File: src/rtl/mpeg_pkg.sv
// Shared MPEG constants and types for the scrambler output path and its
// start-code scanners.
package mpeg_pkg;
  typedef logic [7:0] byte_t;

  localparam logic [23:0] START_PREFIX = 24'h000001;
  localparam byte_t       SC_SEQ_HDR   = 8'hB3;
  localparam byte_t       SC_SEQ_END   = 8'hB7;
endpackage

File: src/rtl/mpeg_start_scan.sv
// MPEG start-code scanner: counts 00 00 01 xx patterns on an accepted-byte
// strobe and keeps sticky flags for sequence header / sequence end codes.
module mpeg_start_scan
  import mpeg_pkg::*;
#(
  parameter int CNT_W = 32
) (
  input  logic             clk,
  input  logic             rst,
  input  logic             acc_vld,
  input  byte_t            acc_data,
  output logic [CNT_W-1:0] start_code_cnt,
  output logic             seq_hdr_seen,
  output logic             seq_end_seen
);

  logic [23:0]      hist_q, hist_d;
  logic [1:0]       fill_q, fill_d;
  logic [CNT_W-1:0] cnt_q, cnt_d;
  logic             hdr_q, hdr_d;
  logic             end_q, end_d;
  logic             is_sc;

  // fill_q keeps the reset-zeroed history from matching as a real 00 00 prefix
  always_comb begin
    hist_d = hist_q;
    fill_d = fill_q;
    cnt_d  = cnt_q;
    hdr_d  = hdr_q;
    end_d  = end_q;
    is_sc  = (fill_q == 2'd3) && (hist_q == START_PREFIX);
    if (acc_vld) begin
      hist_d = {hist_q[15:0], acc_data};
      fill_d = (fill_q == 2'd3) ? fill_q : fill_q + 2'd1;
      if (is_sc) begin
        cnt_d = (&cnt_q) ? cnt_q : cnt_q + CNT_W'(1);
        if (acc_data == SC_SEQ_HDR) hdr_d = 1'b1;
        if (acc_data == SC_SEQ_END) end_d = 1'b1;
      end
    end
  end

  always_ff @(posedge clk) begin
    if (rst) begin
      hist_q <= '0;
      fill_q <= '0;
      cnt_q  <= '0;
      hdr_q  <= 1'b0;
      end_q  <= 1'b0;
    end else begin
      hist_q <= hist_d;
      fill_q <= fill_d;
      cnt_q  <= cnt_d;
      hdr_q  <= hdr_d;
      end_q  <= end_d;
    end
  end

  assign start_code_cnt = cnt_q;
  assign seq_hdr_seen   = hdr_q;
  assign seq_end_seen   = end_q;

endmodule

File: src/rtl/mpeg_out_drain.sv
// Drains the scrambler output FIFO (1-cycle read latency) into a skid buffer
// feeding a valid/ready byte stream; counts bytes and flags stream completion.
module mpeg_out_drain
  import mpeg_pkg::*;
#(
  parameter int DEPTH = 4,
  parameter int CNT_W = 32
) (
  input  logic             clk,
  input  logic             rst,
  input  logic [7:0]       fifo_dout,
  input  logic             fifo_empty,
  output logic             fifo_rd,
  input  logic [CNT_W-1:0] in_total,
  input  logic             stream_end,
  output logic [7:0]       m_data,
  output logic             m_valid,
  input  logic             m_ready,
  output logic             m_last,
  output logic [CNT_W-1:0] out_cnt,
  output logic [CNT_W-1:0] start_code_cnt,
  output logic             seq_hdr_seen,
  output logic             seq_end_seen,
  output logic             done
);

  localparam int AW = (DEPTH > 1) ? $clog2(DEPTH) : 1;
  localparam int OW = AW + 1;

  byte_t            mem_q [DEPTH];
  byte_t            mem_d [DEPTH];
  logic [AW-1:0]    head_q, head_d, tail_q, tail_d;
  logic [OW-1:0]    occ_q, occ_d;
  logic             inflight_q, inflight_d;
  logic [CNT_W-1:0] out_cnt_q, out_cnt_d;
  logic             done_q, done_d;

  logic [OW:0]      lvl;
  logic [CNT_W-1:0] cnt_inc;
  logic             push, pop, acc;

  // Read issue counts the inflight byte as occupied so the buffer never overflows
  // and m_ready never reaches fifo_rd combinationally.
  always_comb begin
    lvl     = {1'b0, occ_q} + (OW+1)'(inflight_q);
    fifo_rd = ~rst && ~fifo_empty && ~done_q && (lvl < (OW+1)'(DEPTH));
    m_valid = (occ_q != '0);
    m_data  = mem_q[head_q];
    cnt_inc = out_cnt_q + CNT_W'(1);
    m_last  = m_valid && stream_end && (cnt_inc == in_total);
    push    = inflight_q;
    pop     = m_valid && m_ready;
    acc     = pop && ~done_q;
  end

  always_comb begin
    mem_d      = mem_q;
    head_d     = head_q;
    tail_d     = tail_q;
    occ_d      = occ_q;
    inflight_d = fifo_rd;
    out_cnt_d  = out_cnt_q;
    done_d     = done_q;
    if (push) begin
      mem_d[tail_q] = fifo_dout;
      tail_d        = tail_q + AW'(1);
    end
    if (pop) head_d = head_q + AW'(1);
    case ({push, pop})
      2'b10:   occ_d = occ_q + OW'(1);
      2'b01:   occ_d = occ_q - OW'(1);
      default: occ_d = occ_q;
    endcase
    if (acc && ~(&out_cnt_q)) out_cnt_d = cnt_inc;
    if ((acc && m_last) ||
        (stream_end && (in_total == '0) && (occ_q == '0) && ~inflight_q))
      done_d = 1'b1;
  end

  always_ff @(posedge clk) begin
    if (rst) begin
      for (int i = 0; i < DEPTH; i++) mem_q[i] <= '0;
      head_q     <= '0;
      tail_q     <= '0;
      occ_q      <= '0;
      inflight_q <= 1'b0;
      out_cnt_q  <= '0;
      done_q     <= 1'b0;
    end else begin
      mem_q      <= mem_d;
      head_q     <= head_d;
      tail_q     <= tail_d;
      occ_q      <= occ_d;
      inflight_q <= inflight_d;
      out_cnt_q  <= out_cnt_d;
      done_q     <= done_d;
    end
  end

  mpeg_start_scan #(.CNT_W(CNT_W)) u_scan (
    .clk            (clk),
    .rst            (rst),
    .acc_vld        (acc),
    .acc_data       (m_data),
    .start_code_cnt (start_code_cnt),
    .seq_hdr_seen   (seq_hdr_seen),
    .seq_end_seen   (seq_end_seen)
  );

  assign out_cnt = out_cnt_q;
  assign done    = done_q;

endmodule

File: config.mk
export PLATFORM = sky130hd
export DESIGN_NAME = mpeg_out_drain
export DESIGN_NICKNAME = d
export VERILOG_FILES = /design/src/rtl/mpeg_pkg.sv /design/src/rtl/mpeg_start_scan.sv /design/src/rtl/mpeg_out_drain.sv
export SDC_FILE = /design/constraint.sdc
export NUM_CORES = 1
export LEC_CHECK = 0
export ABC_CLOCK_PERIOD_IN_PS = 4340
export CAP_MARGIN = 5
export CORE_AREA = 5 5 127 129
export CTS_BUF_LIST = sky130_fd_sc_hd__clkbuf_4 sky130_fd_sc_hd__clkbuf_8
export DETAILED_ROUTE_END_ITERATION = 7
export DIE_AREA = 0 0 132 134
export GPL_TIMING_DRIVEN = 0
export PLACE_DENSITY = 0.75
export SLEW_MARGIN = 20
export SYNTH_ARGS = -nofsm -noshare
export SYNTH_HDL_FRONTEND = slang
export SYNTH_SLANG_ARGS = --single-unit
File: constraint.sdc
create_clock -name clk -period 4.34 [get_ports clk]
set_clock_uncertainty 0.1 [all_clocks]
set_input_delay 0.868 -clock clk [delete_from_list [all_inputs] [get_ports clk]]
set_output_delay 0.868 -clock clk [all_outputs]
set_load 0.05 [all_outputs]
# Word-level counts from Yosys, hierarchy flattened
# Index checks and enable logic that the tools add are counted.
# W data, S select, Z words.
totals:
  wordCells: 75
  reg_bits: 133
  in_bits: 45
  output_inout_bits: 78
op_classes:
  n_lt_le_gt_ge: 4
  add_sub_neg: 8
  eq_ne: 7
  bitwise: 9
  n_mux: 7
  reduce_logical: 25
op_table:
  columns: ["cell", "n"]
  rows:
  - ["$add A32 B1 Y32 const B", 2]
  - ["$reduce_and A32 Y1", 2]
  - ["$bwmux W32", 1]
  - ["$eq A32 B32 Y1", 1]
  - ["$logic_not A32 Y1", 1]
  - ["$eq A24 B1 Y1 const B", 1]
  - ["$mux W8", 3]
  - ["$bmux W8 S2", 1]
  - ["$demux W8 S2", 1]
  - ["$eq A8 B8 Y1 const B", 2]
  - ["$logic_and A1 B1 Y1", 14]
  - ["$reduce_and A3 Y1", 3]
  - ["$not A1 Y1", 7]
  - ["$add A2 B1 Y2 const B", 3]
  - ["$ge A3 B3 Y1 const B", 2]
  - ["$not A2 Y3", 2]
  - ["$pmux W3 S2", 1]
  - ["$add A3 B1 Y4", 1]
  - ["$eq A2 B2 Y1 const B", 2]
  - ["$lt A4 B3 Y1 const B", 1]
  - ["$add A3 B1 Y3 const B", 1]
  - ["$logic_not A3 Y1", 1]
  - ["$lt A3 B1 Y1 const B", 1]
  - ["$reduce_bool A3 Y1", 1]
  - ["other kinds (5)", 5]

# Depth between registers and ports, before layout
depth:
  depth_word: 6
  ltp_mapped: 10
  depth_no_buf: 8

# By module
# From an unflattened synthesis, not the netlist that was laid out.
hier_totals:
  cells_unflattened: 882
  hier_area_um2: 7378.3
by_module_without_submodules:
  columns: ["module", "n_inst", "cells_per_inst", "area_each_um2", "seq_area_each_um2"]
  rows:
  - ["mpeg_out_drain", 1, 579, 4649.5, 1461.4]
  - ["mpeg_start_scan", 1, 303, 2728.9, 1201.2]

# Worst setup path before layout
# OpenSTA, ideal clock, no wires.
synth_timing:
  path_kind: "register to output"
  start: "register out_cnt_q[0], in the netlist out_cnt[0]"
  end: "output port m_last"
  path_slack_ps: -475
  n_path_buf: 2
  stages_incl_launch_ff: 11
  required_time_ps: 3372
  arrival_ps: 3847
  path_cell_list: "dfxtp_1 -> ha_1 -> buf_2 -> nand4_4 -> or4_1 -> buf_2 -> o211a_1 -> nor2_1 -> o21ai_1 -> or4b_1 -> nor4_2"
synth_between:
  elab_chain_len: 3
synth_lines:
  columns: ["item", "line_no", "rtl"]
  rows:
  - ["from (decl)", "mpeg_out_drain.sv:35", "logic [CNT_W-1:0] out_cnt_q, out_cnt_d;"]
  - ["from (signal assigned)", "mpeg_out_drain.sv:95", "out_cnt_q <= out_cnt_d;"]
  - ["$add A32 B1 Y32", "mpeg_out_drain.sv:49", "cnt_inc = out_cnt_q + CNT_W'(1);"]
  - ["$eq A32 B32 Y1", "mpeg_out_drain.sv:50", "m_last = m_valid && stream_end && (cnt_inc == in_total);"]
  - ["$logic_and A1 B1 Y1", "mpeg_out_drain.sv:50", null]
  - ["to (decl)", "mpeg_out_drain.sv:19", "output logic m_last,"]
# Every way passes these cells.

# Worst setup path after layout
layout_timing:
  start: "register out_cnt_q[1], in the netlist out_cnt[1]"
  end: "output port m_last"
# The elaborated chain is that of the path after synthesis.

==> results_dict.tcl <==
set metrics [dict create \
    worstPathMaxFanout 6 \
    power_density_nw_per_um2 322 \
    ios 123 \
    overflow 0 \
    finalSetupTns_ns 0 \
    numCtsBuffers 17 \
    grt_pass1_wl_um 36800 \
    antenna_found_initial 0 \
    wl_per_cell_um 18.0 \
    diodes 0 \
    crit_end "m_last" \
    synth-seq-area-share 0.365 \
    synthTopCellsByCount "nand2_1 (135), dfxtp_1 (133), nor2_1 (89), a21oi_1 (80), nand3_1 (63)" \
    dr.pass1.iters 6 \
    htree_levels 4 \
    setup_viol 0 \
    yosysMostFrequentCell "nand2_1" \
    grtUsageTotal 0.254 \
    crit_required_ns 3.37 \
    drive_gt1_frac 0.122 \
    synth_top_flop_cell "dfxtp_1" \
    synth_warnings 0 \
    critical_path.reg2reg.startpoint "out_cnt[0]" \
    status "finished, final reports clean" \
    gp_congestion 0.982 \
    synth_edf_count 0 \
    row_count 45 \
    hold_ws_ns 0.352 \
    cts_tree "done" \
    hpwl_um 16800 \
    ir_drop_mv 0.246 \
    rsz0062_at_grt "true" \
    layout.nets 1142 \
    start_util 0.489 \
    slew_headroom 0.450 \
    core_area_um2 14900 \
    synth_area_leaders "dfxtp_1 (37%), xnor2_1 (7.3%), nand2_1 (6.9%)" \
    cts-root-buf "clkbuf_8" \
    critPathLaunch "out_cnt[1]" \
    arrival_ns 3.32 \
    vias_per_cell 5.92 \
    totalWireLength_um 23200 \
    ant_nets 0 \
    clock-sinks 133 \
    dieArea_um2 17700 \
    syn_nets 982 \
    reg2reg_depth 12 \
    area.growth.synth_to_final_pct 31.9 \
    portBuffers 121 \
    fmax_mhz 233 \
    reg2reg_to "out_cnt[26]" \
    ys_ff_latch 133 \
    crit_type "flip-flop to output port" \
    clk_path_buf_depth 2 \
    drt_iter0_markers 665 \
    final_max_slew_viol_count 0 \
    min_period_ns 4.29 \
    synth_area_um2 7290 \
    dp_slack_ns -0.886 \
    power.leakage_nw 3.13 \
    tightest_slew_ns 0.804 \
    vias 7633 \
    synth_top_cell_by_area "dfxtp_1" \
    synth_top_area_share 0.365 \
    clock_latency_ns 0.46 \
    syn_inst 928 \
    hold_viol 0 \
    end_kind "output port" \
    async_flop_share 0 \
    placedCellCount 1237 \
    hp-class "flip-flop to flip-flop" \
    regToRegSetupSlack_ns 0.98 \
    final_cells 1289 \
    drv_cap 0 \
    clk_pin_slew_ns 0.08 \
    setup_ws_ns 0.0496 \
    start_kind "flip-flop" \
    grt_max_degree 17 \
    die_y_um 134 \
    drc 0 \
    grt_pass1_vias 7089 \
    fin_util 0.645 \
    avgSynthCellArea_um2 7.86 \
    period_share 0.989 \
    synth_cell_types 66 \
    fp.dieW_um 132 \
]
## placed cells by master (no fill, tap or decap), types with 24 or more instances in the layout
cell type,synthesis,final
xnor2_1,61,57
a21oi_1,80,80
clkbuf_1,40,39
buf_4,1,28
nor4_1,31,27
or3_1,24,24
nor2_1,89,87
clkdlybuf4s50_1,0,116
nand3_1,63,61
nand2_1,135,134
nand4_1,29,29
xor2_1,29,29
dfxtp_1,133,119
## per-stage QoR
step / power, mW / cell area, µm²
after floorplan: 1.75 / 7300
after global placement: 2.00 / 8750
after detailed placement: 2.00 / 8750
after CTS: 3.08 / 9400
after global routing: 3.22 / 9620
final: 3.10 / 9620
## sequential cells by signal, summed over array words and instances, names as in the netlist
signal and count:
u_scan.start_code_cnt 32, u_scan.seq_hdr_seen 1, occ_q 3, inflight_q 1, u_scan.seq_end_seen 1, head_q 2
u_scan.fill_q 2, out_cnt 32, tail_q 2, done 1, mem_q 32, u_scan.hist_q 24
## per-layer routing
metal  routed length, µm  global-route usage
met5                   0                   0
met4                 624              0.0914
met3                1750              0.0476
met2               10600               0.403
met1               10200               0.346
## cells by family after synthesis
family,Yosys count,share of synthesized area
AOI/OAI and AO/OA,153,0.125
adders and majority gates,9,0.0165
buffers and inverters,81,0.0451
xor gates and xnor gates,91,0.110
and+or+nand+nor,449,0.307
DFF,133,0.365
muxes,12,0.0305
## area by class of cell
class,instances,area [µm²]
Buffer,56,292
Clock buffer,17,234
Clock inverter,15,169
Fill cell,1293,5300
Inverter,22,82.6
Multi-Input combinational cell,714,4530
Sequential cell,133,2690
Tap cell,188,235
Timing Repair Buffer,144,1400
## how the worst min path moves through the flow
stage,start,to,cells after the start
finish,u_scan.seq_end_seen,u_scan.seq_end_seen,2
global route,mem_q[11],mem_q[11],2
CTS,u_scan.seq_end_seen,u_scan.seq_end_seen,2
detailed placement,u_scan.seq_end_seen,u_scan.seq_end_seen,2
global placement,mem_q[21],mem_q[21],2
floorplan,mem_q[10],mem_q[10],2
## repair_timing
action | 4_1_cts | 5_1_grt
setup buffers | 12 | 11
pin swaps | 18 | 16
resized for setup | 50 | 40
setup endpoints to repair | 1 | 1
hold buffers | 0 | 0
endpoints found under the hold margin | 0 | 0
## worst max-delay path, stage by stage (launching register included)
cell and delay (ns):
dfxtp_4 0.36, buf_4 0.14, and2_1 0.12, buf_2 0.17, nand3_4 0.15, or4_4 0.62
xnor2_4 0.17, o21ai_2 0.07, or4b_4 0.53, nor4_4 0.32, buf_6 0.21
## report_power, final
group / internal (mW) / switching [mW] / total (mW) / leakage (nW)
Combinational: 0.240 / 0.471 / 0.712 / 1.84
Sequential: 1.26 / 0.0417 / 1.31 / 1.08
Clock: 0.526 / 0.558 / 1.08 / 0.202
Power figures use the tool's default switching activity.
==> RTL change (config.mk and constraints unchanged) <==
`DEPTH`: 4 -> 8.
--- a/src/rtl/mpeg_out_drain.sv
+++ b/src/rtl/mpeg_out_drain.sv
@@ -4,5 +4,5 @@
   import mpeg_pkg::*;
 #(
-  parameter int DEPTH = 4,
+  parameter int DEPTH = 8,
   parameter int CNT_W = 32
 ) (
Check against the original RTL: not equivalent (a bounded check fails within 10 cycles, from zero or initial values and one cycle with rst high).
==> RTL change against the original RTL <==
Power rose by 21%. Combinational power increased by 27%. Global-route usage up 3.3 points. Final area increased by 11%. Die area unchanged. Synthesized area increased by 21%. Clock power rose by 7%. Register-to-register slack gained 0.38 ns. Setup slack improved by 0.068 ns. Wire length grew 11%. Sequential cell count increased by 35. Synthesized cell count increased by 20%. Critical path type unchanged. Largest cell class unchanged.
==> RTL change: results (changes against the original RTL) <==
Run status
  – Status: finished clean

Timing
  – Slew HR: 0.296 (-0.154)
  – Min cycle time layout: 4.22 ns (-0.0680 ns)

Finish
  – Ratio of cells with drive above 1 in the final layout: 0.0861 (-0.0357)
  – Top reg by flops: mem_q
  – Max reg flops: 64
  – Number of diodes: 0 (unchanged)
  – Fillers: 1,219 (-5.7%)
  – Reg area: 3370 µm² (+25%)
  – NumNets Final: 1,296 (+13%)

Power
  – Max IR drop VDD: 0.349 mV (+42%)
  – Static leakage: 3.55 nW (+14%)

Placed design
  – IO buf count: 113 (-6.6%)
  – DP HPWL: 18.7 mm (+11%)
  – Placed Area: 10,200 µm² (+17%)
  – Placed Instances: 1,410 (+14%)
  – Dpl ws: -0.390 ns (+0.496 ns)
  – Placer Congestion: 0.949 (-3.4%)

Drt
  – Vias: 8,523 (+12%)
  – DRT Pass-1 Iters: 5 (-1)
  – Met3 WL: 2.09 mm (+20%)
  – Met1 Wirelength: 10.6 mm (+4.1%)
  – Via density per instance: 5.91 (-0.26%)
  – Per-cell routed wire length: 17.9 µm (-0.88%)
  – 1st-iter DRT viols: 604 (-9.2%)
  – DR WL met2: 12.3 mm (+15%)

Global route
  – First-pass GRT wire length: 41.6 mm (+13%)
  – Global route total overflow: 0 (unchanged)
  – Initial antenna violation count: 0 (unchanged)
  – Gr usage total: 0.287 (+0.0328)
  – Vias in the first global route: 8,089 (+14%)
  – Pin count of the biggest net entering global routing: 19 (+2)

Clock network
  – Maximum buffer depth of the clock tree: 2 (unchanged)
  – Clock Latency Late Sink: approximately 0.47 ns
  – Clk slew on worst S/H paths: 0.11 ns (+0.03 ns)
  – # H-tree levels: 4 (unchanged)

Synth
  – Post-synth ARST share: 0 (unchanged)
  – Post-synthesis instance total: 1,109 (+20%)
  – Syn nets: 1,163 (+18%)
  – Post-synth top cells: nand2_1, dfxtp_1, nor2_1
  – Synth area leaders: dfxtp_1, nand2_1, xnor2_1
  – Syn. warnings: 0 (unchanged)
  – Post-synth EDFFs: 0 (unchanged)
  – Synth cell types: 63 (-4.5%)
  – Sequential area share after synthesis: 0.380 (+0.0148)

Critical path
  – CP arrival: 3.25 ns (-0.07 ns)
  – FF-to-FF setup slack: 1.36 ns (+0.38 ns)
  – Slowest CP cell: clkdlybuf4s50_1
  – Worst-path fanout max: 10 (+4)
  – CP max stage delay: 0.72 ns (+0.10 ns)
[RTL change: worst paths after layout]
kind	startpoint	end	cells after the start
max	head_q[1]$_SDFFE_PP0P_	m_data[2]	6
max reg2reg	occ_q[0]$_SDFFE_PP0P_	occ_q[3]$_SDFFE_PP0P_	11
min	mem_q[16]$_SDFFE_PP0P_	mem_q[16]$_SDFFE_PP0P_	2
min reg2reg	mem_q[16]$_SDFFE_PP0P_	mem_q[16]$_SDFFE_PP0P_	2
[RTL change: cell type report]
type / instances / share of cell area
repair buffers: 114 / 0.106
well taps: 188 / 0.0219
multi-input cells: 847 / 0.483
flip-flops and latches: 168 / 0.314
inverters: 24 / 0.00840
clock buffers: 17 / 0.0218
clock inverters: 15 / 0.0169
plain buffers: 70 / 0.0286
[RTL change: worst max-delay path, delay by kind of cell (launching register included)]
kind	cells	cell delay [ns]
flops	1	0.35
mux	2	0.74
buf+inv	4	1.69
[RTL change: timing repair]
action / in CTS / in global routing
endpoints found under the hold margin: 0 / 0
buffers inserted: 1 / 0
setup endpoints to repair: 4 / 4
resized for setup: 13 / 18
pin swaps: 1 / 3
hold buffers: 0 / 0
[RTL change: cells by family after synthesis]
kind of cell,count (synthesis),share of synthesized area
xor+xnor,103,0.102
fa+ha+maj,9,0.0136
simple gates,542,0.293
flops,168,0.380
buf+inv,94,0.0437
compound gates,162,0.109
mux,31,0.0585
[RTL change: per-layer routing]
| layer | vias to the layer above | track usage |
|---|---|---|
| met2 | 349 | 0.473 |
| met3 | 65 | 0.0623 |
| met5 | - | 0 |
| met1 | 4006 | 0.365 |
| li1 | 4103 | - |
| met4 | 0 | 0.118 |
[RTL change: where the power goes]
group | switching [W] | total (W) | leakage (nW) | internal (W)
Sequential | 0.0000745 | 0.00170 | 1.36 | 0.00163
Clock | 0.000672 | 0.00116 | 0.211 | 0.000489
Combinational | 0.000592 | 0.000904 | 1.98 | 0.000311
Total | 0.00134 | 0.00377 | 3.55 | 0.00243
[RTL change: metrics by stage]
| stage | setup TNS, ns | hold slack [ns] |
|---|---|---|
| after floorplan | 0 | 0.333 |
| after global placement | -0.400 | 0.339 |
| after detailed placement | -0.390 | 0.344 |
| after CTS | -0.0392 | 0.359 |
| after global routing | -0.00276 | 0.373 |
| final | 0 | 0.358 |
